===== src/rtl/safecrack_code_sender_if.sv =====
// Control and lock-side signals of the safecrack code sender.
// master = the sender itself, slave = whoever requests codes and hosts the lock.
interface safecrack_code_sender_if;
  logic       start;
  logic       abort;
  logic [3:0] code0;
  logic [3:0] code1;
  logic [3:0] code2;
  logic       unlocked;
  logic [3:0] btn;
  logic       busy;
  logic       done;
  logic       success;

  modport master (
    input  start, abort, code0, code1, code2, unlocked,
    output btn, busy, done, success
  );

  modport slave (
    output start, abort, code0, code1, code2, unlocked,
    input  btn, busy, done, success
  );
endinterface


===== src/rtl/safecrack_code_sender.sv =====
// Plays a latched three-word code onto the lock's buttons with fixed hold/gap
// timing, then watches for the lock to open within a bounded window.
module safecrack_code_sender #(
  parameter int HOLD_CYCLES    = 4,
  parameter int GAP_CYCLES     = 2,
  parameter int TIMEOUT_CYCLES = 16
) (
  input logic                    clk,
  input logic                    rst_n,
  safecrack_code_sender_if.master bus
);

  localparam int MAX_HG   = (HOLD_CYCLES > GAP_CYCLES) ? HOLD_CYCLES : GAP_CYCLES;
  localparam int MAX_LOAD = (TIMEOUT_CYCLES > MAX_HG) ? TIMEOUT_CYCLES : MAX_HG;
  localparam int CW       = $clog2(MAX_LOAD + 1);

  // Counters are loaded with (length - 1) and the phase ends when they reach zero.
  localparam logic [CW-1:0] HOLD_LD    = CW'(HOLD_CYCLES - 1);
  localparam logic [CW-1:0] GAP_LD     = CW'(GAP_CYCLES - 1);
  localparam logic [CW-1:0] TIMEOUT_LD = CW'(TIMEOUT_CYCLES - 1);
  localparam logic [CW-1:0] CNT_ONE    = CW'(1);

  typedef enum logic [2:0] {
    IDLE  = 3'd0,
    DRIVE = 3'd1,
    GAP   = 3'd2,
    WAIT  = 3'd3,
    FIN   = 3'd4
  } state_t;

  state_t        state_reg;
  logic [1:0]    idx_reg;
  logic [CW-1:0] cnt_reg;
  logic [3:0]    btn_reg;
  logic          busy_reg;
  logic          done_reg;
  logic          success_reg;

  logic [11:0]   code_in;
  logic [11:0]   code_words;
  logic          accept;
  logic [1:0]    idx_inc;
  logic          fin_now;
  logic          fin_result;

  assign code_in = {bus.code2, bus.code1, bus.code0};
  assign accept  = (state_reg == IDLE) && bus.start;
  assign idx_inc = idx_reg + 2'd1;

  generate
    for (genvar gi = 0; gi < 3; gi++) begin : g_code
      logic [3:0] word_reg;

      always_ff @(posedge clk or negedge rst_n) begin
        if (!rst_n) begin
          word_reg <= '0;
        end else if (accept) begin
          word_reg <= code_in[gi*4 +: 4];
        end
      end

      assign code_words[gi*4 +: 4] = word_reg;
    end
  endgenerate

  function automatic logic [3:0] pick_word(input logic [11:0] words, input logic [1:0] i);
    case (i)
      2'd0:    pick_word = words[3:0];
      2'd1:    pick_word = words[7:4];
      default: pick_word = words[11:8];
    endcase
  endfunction

  // Abort beats an unlocked that rises in the same WAIT cycle.
  always_comb begin
    fin_now    = 1'b0;
    fin_result = 1'b0;
    if (state_reg == DRIVE || state_reg == GAP || state_reg == WAIT) begin
      if (bus.abort) begin
        fin_now = 1'b1;
      end else if (state_reg == WAIT && bus.unlocked) begin
        fin_now    = 1'b1;
        fin_result = 1'b1;
      end else if (state_reg == WAIT && cnt_reg == '0) begin
        fin_now = 1'b1;
      end
    end
  end

  always_ff @(posedge clk or negedge rst_n) begin
    if (!rst_n) begin
      state_reg   <= IDLE;
      idx_reg     <= '0;
      cnt_reg     <= '0;
      btn_reg     <= '0;
      busy_reg    <= 1'b0;
      done_reg    <= 1'b0;
      success_reg <= 1'b0;
    end else begin
      done_reg <= 1'b0;
      if (fin_now) begin
        state_reg   <= FIN;
        btn_reg     <= '0;
        busy_reg    <= 1'b0;
        done_reg    <= 1'b1;
        success_reg <= fin_result;
      end else begin
        case (state_reg)
          IDLE: begin
            btn_reg <= '0;
            if (bus.start) begin
              state_reg   <= DRIVE;
              idx_reg     <= '0;
              cnt_reg     <= HOLD_LD;
              btn_reg     <= bus.code0;
              busy_reg    <= 1'b1;
              success_reg <= 1'b0;
            end
          end
          DRIVE: begin
            if (cnt_reg != '0) begin
              cnt_reg <= cnt_reg - CNT_ONE;
            end else if (idx_reg == 2'd2) begin
              state_reg <= WAIT;
              cnt_reg   <= TIMEOUT_LD;
              btn_reg   <= '0;
            end else if (GAP_CYCLES == 0) begin
              idx_reg <= idx_inc;
              cnt_reg <= HOLD_LD;
              btn_reg <= pick_word(code_words, idx_inc);
            end else begin
              state_reg <= GAP;
              cnt_reg   <= GAP_LD;
              btn_reg   <= '0;
            end
          end
          GAP: begin
            if (cnt_reg != '0) begin
              cnt_reg <= cnt_reg - CNT_ONE;
            end else begin
              state_reg <= DRIVE;
              idx_reg   <= idx_inc;
              cnt_reg   <= HOLD_LD;
              btn_reg   <= pick_word(code_words, idx_inc);
            end
          end
          WAIT: begin
            cnt_reg <= cnt_reg - CNT_ONE;
          end
          FIN: begin
            state_reg <= IDLE;
            btn_reg   <= '0;
          end
          default: begin
            state_reg <= IDLE;
            btn_reg   <= '0;
            busy_reg  <= 1'b0;
          end
        endcase
      end
    end
  end

  assign bus.btn     = btn_reg;
  assign bus.busy    = busy_reg;
  assign bus.done    = done_reg;
  assign bus.success = success_reg;

endmodule


===== src/flat_wrapper.sv =====
// flat-port wrapper written by rule: the top's interface ports become plain ports
module safecrack_code_sender_flat 
#(
  parameter int HOLD_CYCLES    = 4,
  parameter int GAP_CYCLES     = 2,
  parameter int TIMEOUT_CYCLES = 16
)
  (clk, rst_n, bus_start, bus_abort, bus_code0, bus_code1, bus_code2, bus_unlocked, bus_btn, bus_busy, bus_done, bus_success);
  safecrack_code_sender_if bus_i ();
  input logic clk;
  input logic rst_n;
  input wire logic [$bits(bus_i.start)-1:0] bus_start;
  input wire logic [$bits(bus_i.abort)-1:0] bus_abort;
  input wire logic [$bits(bus_i.code0)-1:0] bus_code0;
  input wire logic [$bits(bus_i.code1)-1:0] bus_code1;
  input wire logic [$bits(bus_i.code2)-1:0] bus_code2;
  input wire logic [$bits(bus_i.unlocked)-1:0] bus_unlocked;
  output wire logic [$bits(bus_i.btn)-1:0] bus_btn;
  output wire logic [$bits(bus_i.busy)-1:0] bus_busy;
  output wire logic [$bits(bus_i.done)-1:0] bus_done;
  output wire logic [$bits(bus_i.success)-1:0] bus_success;
  assign bus_i.start = bus_start;
  assign bus_i.abort = bus_abort;
  assign bus_i.code0 = bus_code0;
  assign bus_i.code1 = bus_code1;
  assign bus_i.code2 = bus_code2;
  assign bus_i.unlocked = bus_unlocked;
  assign bus_btn = bus_i.btn;
  assign bus_busy = bus_i.busy;
  assign bus_done = bus_i.done;
  assign bus_success = bus_i.success;
  safecrack_code_sender #(.HOLD_CYCLES(HOLD_CYCLES), .GAP_CYCLES(GAP_CYCLES), .TIMEOUT_CYCLES(TIMEOUT_CYCLES)) u_core (.clk(clk), .rst_n(rst_n), .bus(bus_i));
endmodule

===== config.mk =====
export PLATFORM = sky130hd
export DESIGN_NAME = safecrack_code_sender_flat
export DESIGN_NICKNAME = d
export VERILOG_FILES = /design/src/rtl/safecrack_code_sender_if.sv /design/src/rtl/safecrack_code_sender.sv /design/src/flat_wrapper.sv
export SDC_FILE = /design/constraint.sdc
export NUM_CORES = 1
export LEC_CHECK = 0
export CAP_MARGIN = 30
export CORE_ASPECT_RATIO = 0.9
export CORE_MARGIN = 3
export CORE_UTILIZATION = 30
export CTS_BUF_LIST = sky130_fd_sc_hd__clkbuf_4 sky130_fd_sc_hd__clkbuf_8
export DETAILED_ROUTE_END_ITERATION = 8
export PLACE_DENSITY_LB_ADDON = 0.05
export SLEW_MARGIN = 20
export SYNTH_ARGS = -nofsm -noshare
export SYNTH_HDL_FRONTEND = slang
export SYNTH_SLANG_ARGS = --single-unit

===== constraint.sdc =====
create_clock -name clk -period 3.7 [get_ports clk]
set_clock_uncertainty 0.05 [all_clocks]
set_input_delay 0.37 -clock clk [delete_from_list [all_inputs] [get_ports clk]]
set_output_delay 0.37 -clock clk [all_outputs]
set_load 0.05 [all_outputs]

Yosys cells after proc, flatten, opt, wreduce, memory -nomap -nowiden:

Cells that the tools add are included.

* add/subtract/negate cells: 2
* eq/ne operators: 13
* multiplexer cells: 34
* bitwise gates (word level): 1
* reductions and logical operators: 20

Operator list (count)
* $mux 4: 5
* $pmux 5 s4: 1
* $pmux 4 s4: 1
* $mux 5: 3
* $mux 1: 14
* $mux 3: 4
* $pmux 3 s4: 1
* $ne 3x2->1 const B: 3
* $pmux 4 s2: 1
* $reduce_and 4->1: 2
* $eq 3x2->1 const B: 2
* $reduce_and 3->1: 2
* $reduce_bool 2->1: 3
* $logic_not 5->1: 1
* $reduce_bool 5->1: 1
* $sub 5x1->5 const B: 1
* $mux 2: 2
* $ne 2x1->1 const B: 2
* $ne 2x2->1 const B: 2
* $pmux 2 s2: 1
* $reduce_and 2->1: 2
* $reduce_bool 4->1: 1
* $reduce_or 4->1: 1
* $eq 3x1->1 const B: 1
* other kinds (10): 13

* register bits after elaboration: 29
* input port bits: 17
* output and inout port bits: 7

Depth between registers and ports, before layout:

* depth after elaboration: 8
* depth in mapped cells: 7

Worst setup path before layout:

OpenSTA, ideal clock, no wires.

* path kind: reg2reg
* start: register u_core.cnt_reg[0]
* end: register u_core.cnt_reg[3]
* library setup time: 0.079 ns
* data arrival time: 1.942 ns
* required time: 3.571 ns
* setup slack: 1.629 ns
* cell stages (with the launch flop): 7
* buffers on the path: 0
* period minus slack after synthesis: 2.071 ns
* path through: dfrtp_1 inv_1 ha_1 or4b_4 or4b_4 a211oi_2 a2bb2oi_1

* word-level cells in the longest chain between the ends: 8
* elaborated cells on any way between the ends: 13
* those cells by class: 1 x add/sub; 7 x mux; 1 x bitwise; 4 x reduce/logical

Ends and longest elaborated chain
* from (decl): line safecrack_code_sender.sv:33 `logic [CW-1:0] cnt_reg;`
* from (signal assigned): line safecrack_code_sender.sv:122 `cnt_reg <= cnt_reg - CNT_ONE;`
* from (signal assigned): line safecrack_code_sender.sv:139 `cnt_reg <= cnt_reg - CNT_ONE;`
* from (signal assigned): line safecrack_code_sender.sv:148 `cnt_reg <= cnt_reg - CNT_ONE;`
* $logic_not 5->1: line safecrack_code_sender.sv:84 `end else if (state_reg == WAIT && cnt_reg == '0) begin`
* $logic_and 1x1->1: line safecrack_code_sender.sv:84
* $mux 1: line safecrack_code_sender.sv:84
* $mux 1: line safecrack_code_sender.sv:81 `end else if (state_reg == WAIT && bus.unlocked) begin`
* $mux 1: line safecrack_code_sender.sv:79 `if (bus.abort) begin`
* $mux 1: line safecrack_code_sender.sv:78 `if (state_reg == DRIVE || state_reg == GAP || state_reg == WAIT) begin`
* $not 1->1 (no line)
* $reduce_and 3->1 (no line)

Several ways; a longest one is shown, not always the timed one.
A chain may end at the register's enable or synchronous reset.

Worst setup path after layout:

Same ends and word-level chain as after synthesis.

==> metrics.txt <==
outcome completed; io pins 24; kind of critical path flip-flop to flip-flop; RSZ-0062 raised after global routing false; setup ws final 1.38 ns; Starting Density between 30% and 40%; vias in the first global route 1324; DRT met1 WL 1.77 mm; Pint around 0.00085 W; cts repair resizes 0; Rows 24; WL/cell approximately 15 um; Die Area between 6000 and 7000 um^2; Setup Buffers After CTS 0; DP Wirelength between 2 and 3 mm; DR pass1 iterations 4; Seq pwr share about two fifths; Yosys warnings 0; synthesized flop and latch total 29; critical path, cell by cell inv_1 > ha_1 > or4b_4 > or4b_4 > a211oi_2 > a2bb2oi_1; DR top layer met4; min Tclk post-route 2.32 ns; Static Leak about 0.83 nW; Post-Syn Area per Cell 9.90 um^2; H-Tree Depth 2; clock power share approximately a fifth; grt total ovfl 0; Skew-Pair Late Insertion Delay between 0.2 and 0.3 ns; crit end category flip-flop; CTS buffer count 5; post-synthesis sequential area ratio approximately 44%; Worst Path Max Fanout 12; Net Count, Synth roughly 190; nets@finish 210; CP Buf/Inv Count 1; Area Overhead vs Synth 23.4%; FFs w/ async S/R, synth between 90% and 100%; FMAX 0.432 GHz; Hold Path Class input pin to asynchronous set/reset pin; Post-synth top cells dfrtp_1 (29), nand2_1 (16), o21ai_0 (16), mux2_2 (12), inv_1 (10); drt total wl 3.83 mm; most frequent cell after synthesis dfrtp_1; Longest Clk Path Bufs 2; Vias between 1000 and 1500; max-cap check violation count 0; Slew headroom between 40% and 50%; Die X around 84 um; largest net degree at the start of global routing 30; family with the most delay on the worst path simple AND/OR/NAND/NOR gates; I/O Buffers 23; first-pass GRT wire length 6.42 mm; Mapped Area 1630 um^2; Top cell by count, worst path or4b_4; total core area 5040 um^2; endpoints failing setup 0; Root Driver clkbuf_8; die height ~76 um; crit path DAT 2.47 ns; Critical Path Start Type flip-flop; antenna cells 0; gpl congestion a little under 0.8; Reg2Reg Setup Slack approximately 1.4 ns; Remaining DRCs 0; sw frac a little under two fifths; Area contributors post-synth dfrtp_1 (44%), mux2_2 (8.3%), o21ai_0 (4.9%); Worst R2R Path Depth 6; critical path depth 6; DRT antenna net count 0; final max-slew violation count 0; Sum Neg Setup Slack 0 ns; number of synthesized flops with an enable pin 0; DR iter-0 viols roughly 130; WP data required between 3 and 4 ns; Cells after Synth 165; pwr/cell area slightly below 700 nW/um^2; Synth area leader dfrtp_1; Tightest Pin Transition 0.807 ns; Fin. Hold Viols 0; Gate power share 38.9%; Psw between 0.0005 and 0.0006 W; dpl ws around 1.4 ns; met2 WL 1.83 mm; fin crit share 62.6%; share of the synthesized area in the top cell type 44.4%; Largest register FFs 12; clock slew at reported path FFs 0.07 ns; layout cells sized above 1 between 10 and 15%; TritonCTS clock tree yes; via density per instance 5.44; met3 WL between 150 and 200 um; Worst path slowest cell or4b_4; CTS Hold Bufs 0; CP peak stage delay roughly 0.56 ns; VDD IR-drop max approximately 0.00024 V; top_reg_cell synth dfrtp_1; GR Util All Layers between 10% and 20%; antenna violations before repair 0; Num Clock Sinks 29; Netlist cell types between 40 and 50
## cell usage in the layout (no fill, tap or decap), types with 4 or more instances in the layout
master	n
dfrtp_1	29
clkdlybuf4s50_1	23
nand2_1	16
o21ai_0	16
mux2_2	12
inv_1	10
a22oi_1	9
nor2_1	8
a21oi_1	6
clkbuf_8	6
ha_1	5
a21o_1	4
## final timing paths
kind	startpoint	to
setup / recovery	u_core.cnt_reg[0]	u_core.cnt_reg[3]
hold / removal	rst_n	u_core.cnt_reg[2]
setup reg to reg	u_core.cnt_reg[0]	u_core.cnt_reg[3]
hold reg to reg	u_core.bus.btn[3]	u_core.bus.btn[3]
max in group asynchronous	rst_n	u_core.bus.btn[1]
min in group clk	u_core.bus.btn[3]	u_core.bus.btn[3]
## logic make-up after synthesis
family	after synthesis	synth area share [%]
buffers and inverters	19	4.44
multiplexers	13	8.89
flip-flops	29	44.4
AND/OR/NAND/NOR	44	15.4
AO/OA/AOI/OAI	54	22.4
adder cells (fa/ha/maj)	6	4.44
## power by group through the flow
stage | combinational (W) | clock (W) | sequential (W)
floorplan | 0.000368 | 0 | 0.000571
CTS | 0.000535 | 0.000281 | 0.000558
finish | 0.000530 | 0.000274 | 0.000558
global route | 0.000583 | 0.000293 | 0.000578
global placement | 0.000526 | 0 | 0.000564
detailed placement | 0.000532 | 0 | 0.000563
## per-stage QoR
step	utilization, %	std cells	hold WS [ns]	power (W)	area, um^2
floorplan	-	165	0.0244	0.000939	1630
global placement	38.1	246	0.418	0.00109	1920
detailed placement	38.1	246	0.433	0.00110	1920
CTS	39.9	253	0.442	0.00137	2010
global route	39.9	253	0.461	0.00145	2010
finish	39.9	253	0.425	0.00136	2010
## worst reg2reg max path: stages (launching register included)
cell and delay [ns]:
dfrtp_1 0.37, inv_1 0.11, ha_1 0.16, or4b_4 0.55
or4b_4 0.56, a211oi_2 0.24, a2bb2oi_1 0.19
## area by class of cell
type / count / area (um^2)
fillers: 511 / 3030
repair buffers: 25 / 245
flip-flops and latches: 29 / 726
multi-input cells: 117 / 835
clock buffers: 7 / 90.1
well taps: 65 / 81.3
inverters: 10 / 37.5
## metal layers
metal | global-route usage (%) | up-vias
met2 | 19.6 | 27
met4 | 5.31 | 0
met5 | 0 | -
met1 | 17.0 | 687
li1 | - | 656
met3 | 3.57 | 7
Power figures use the tool's default switching activity.
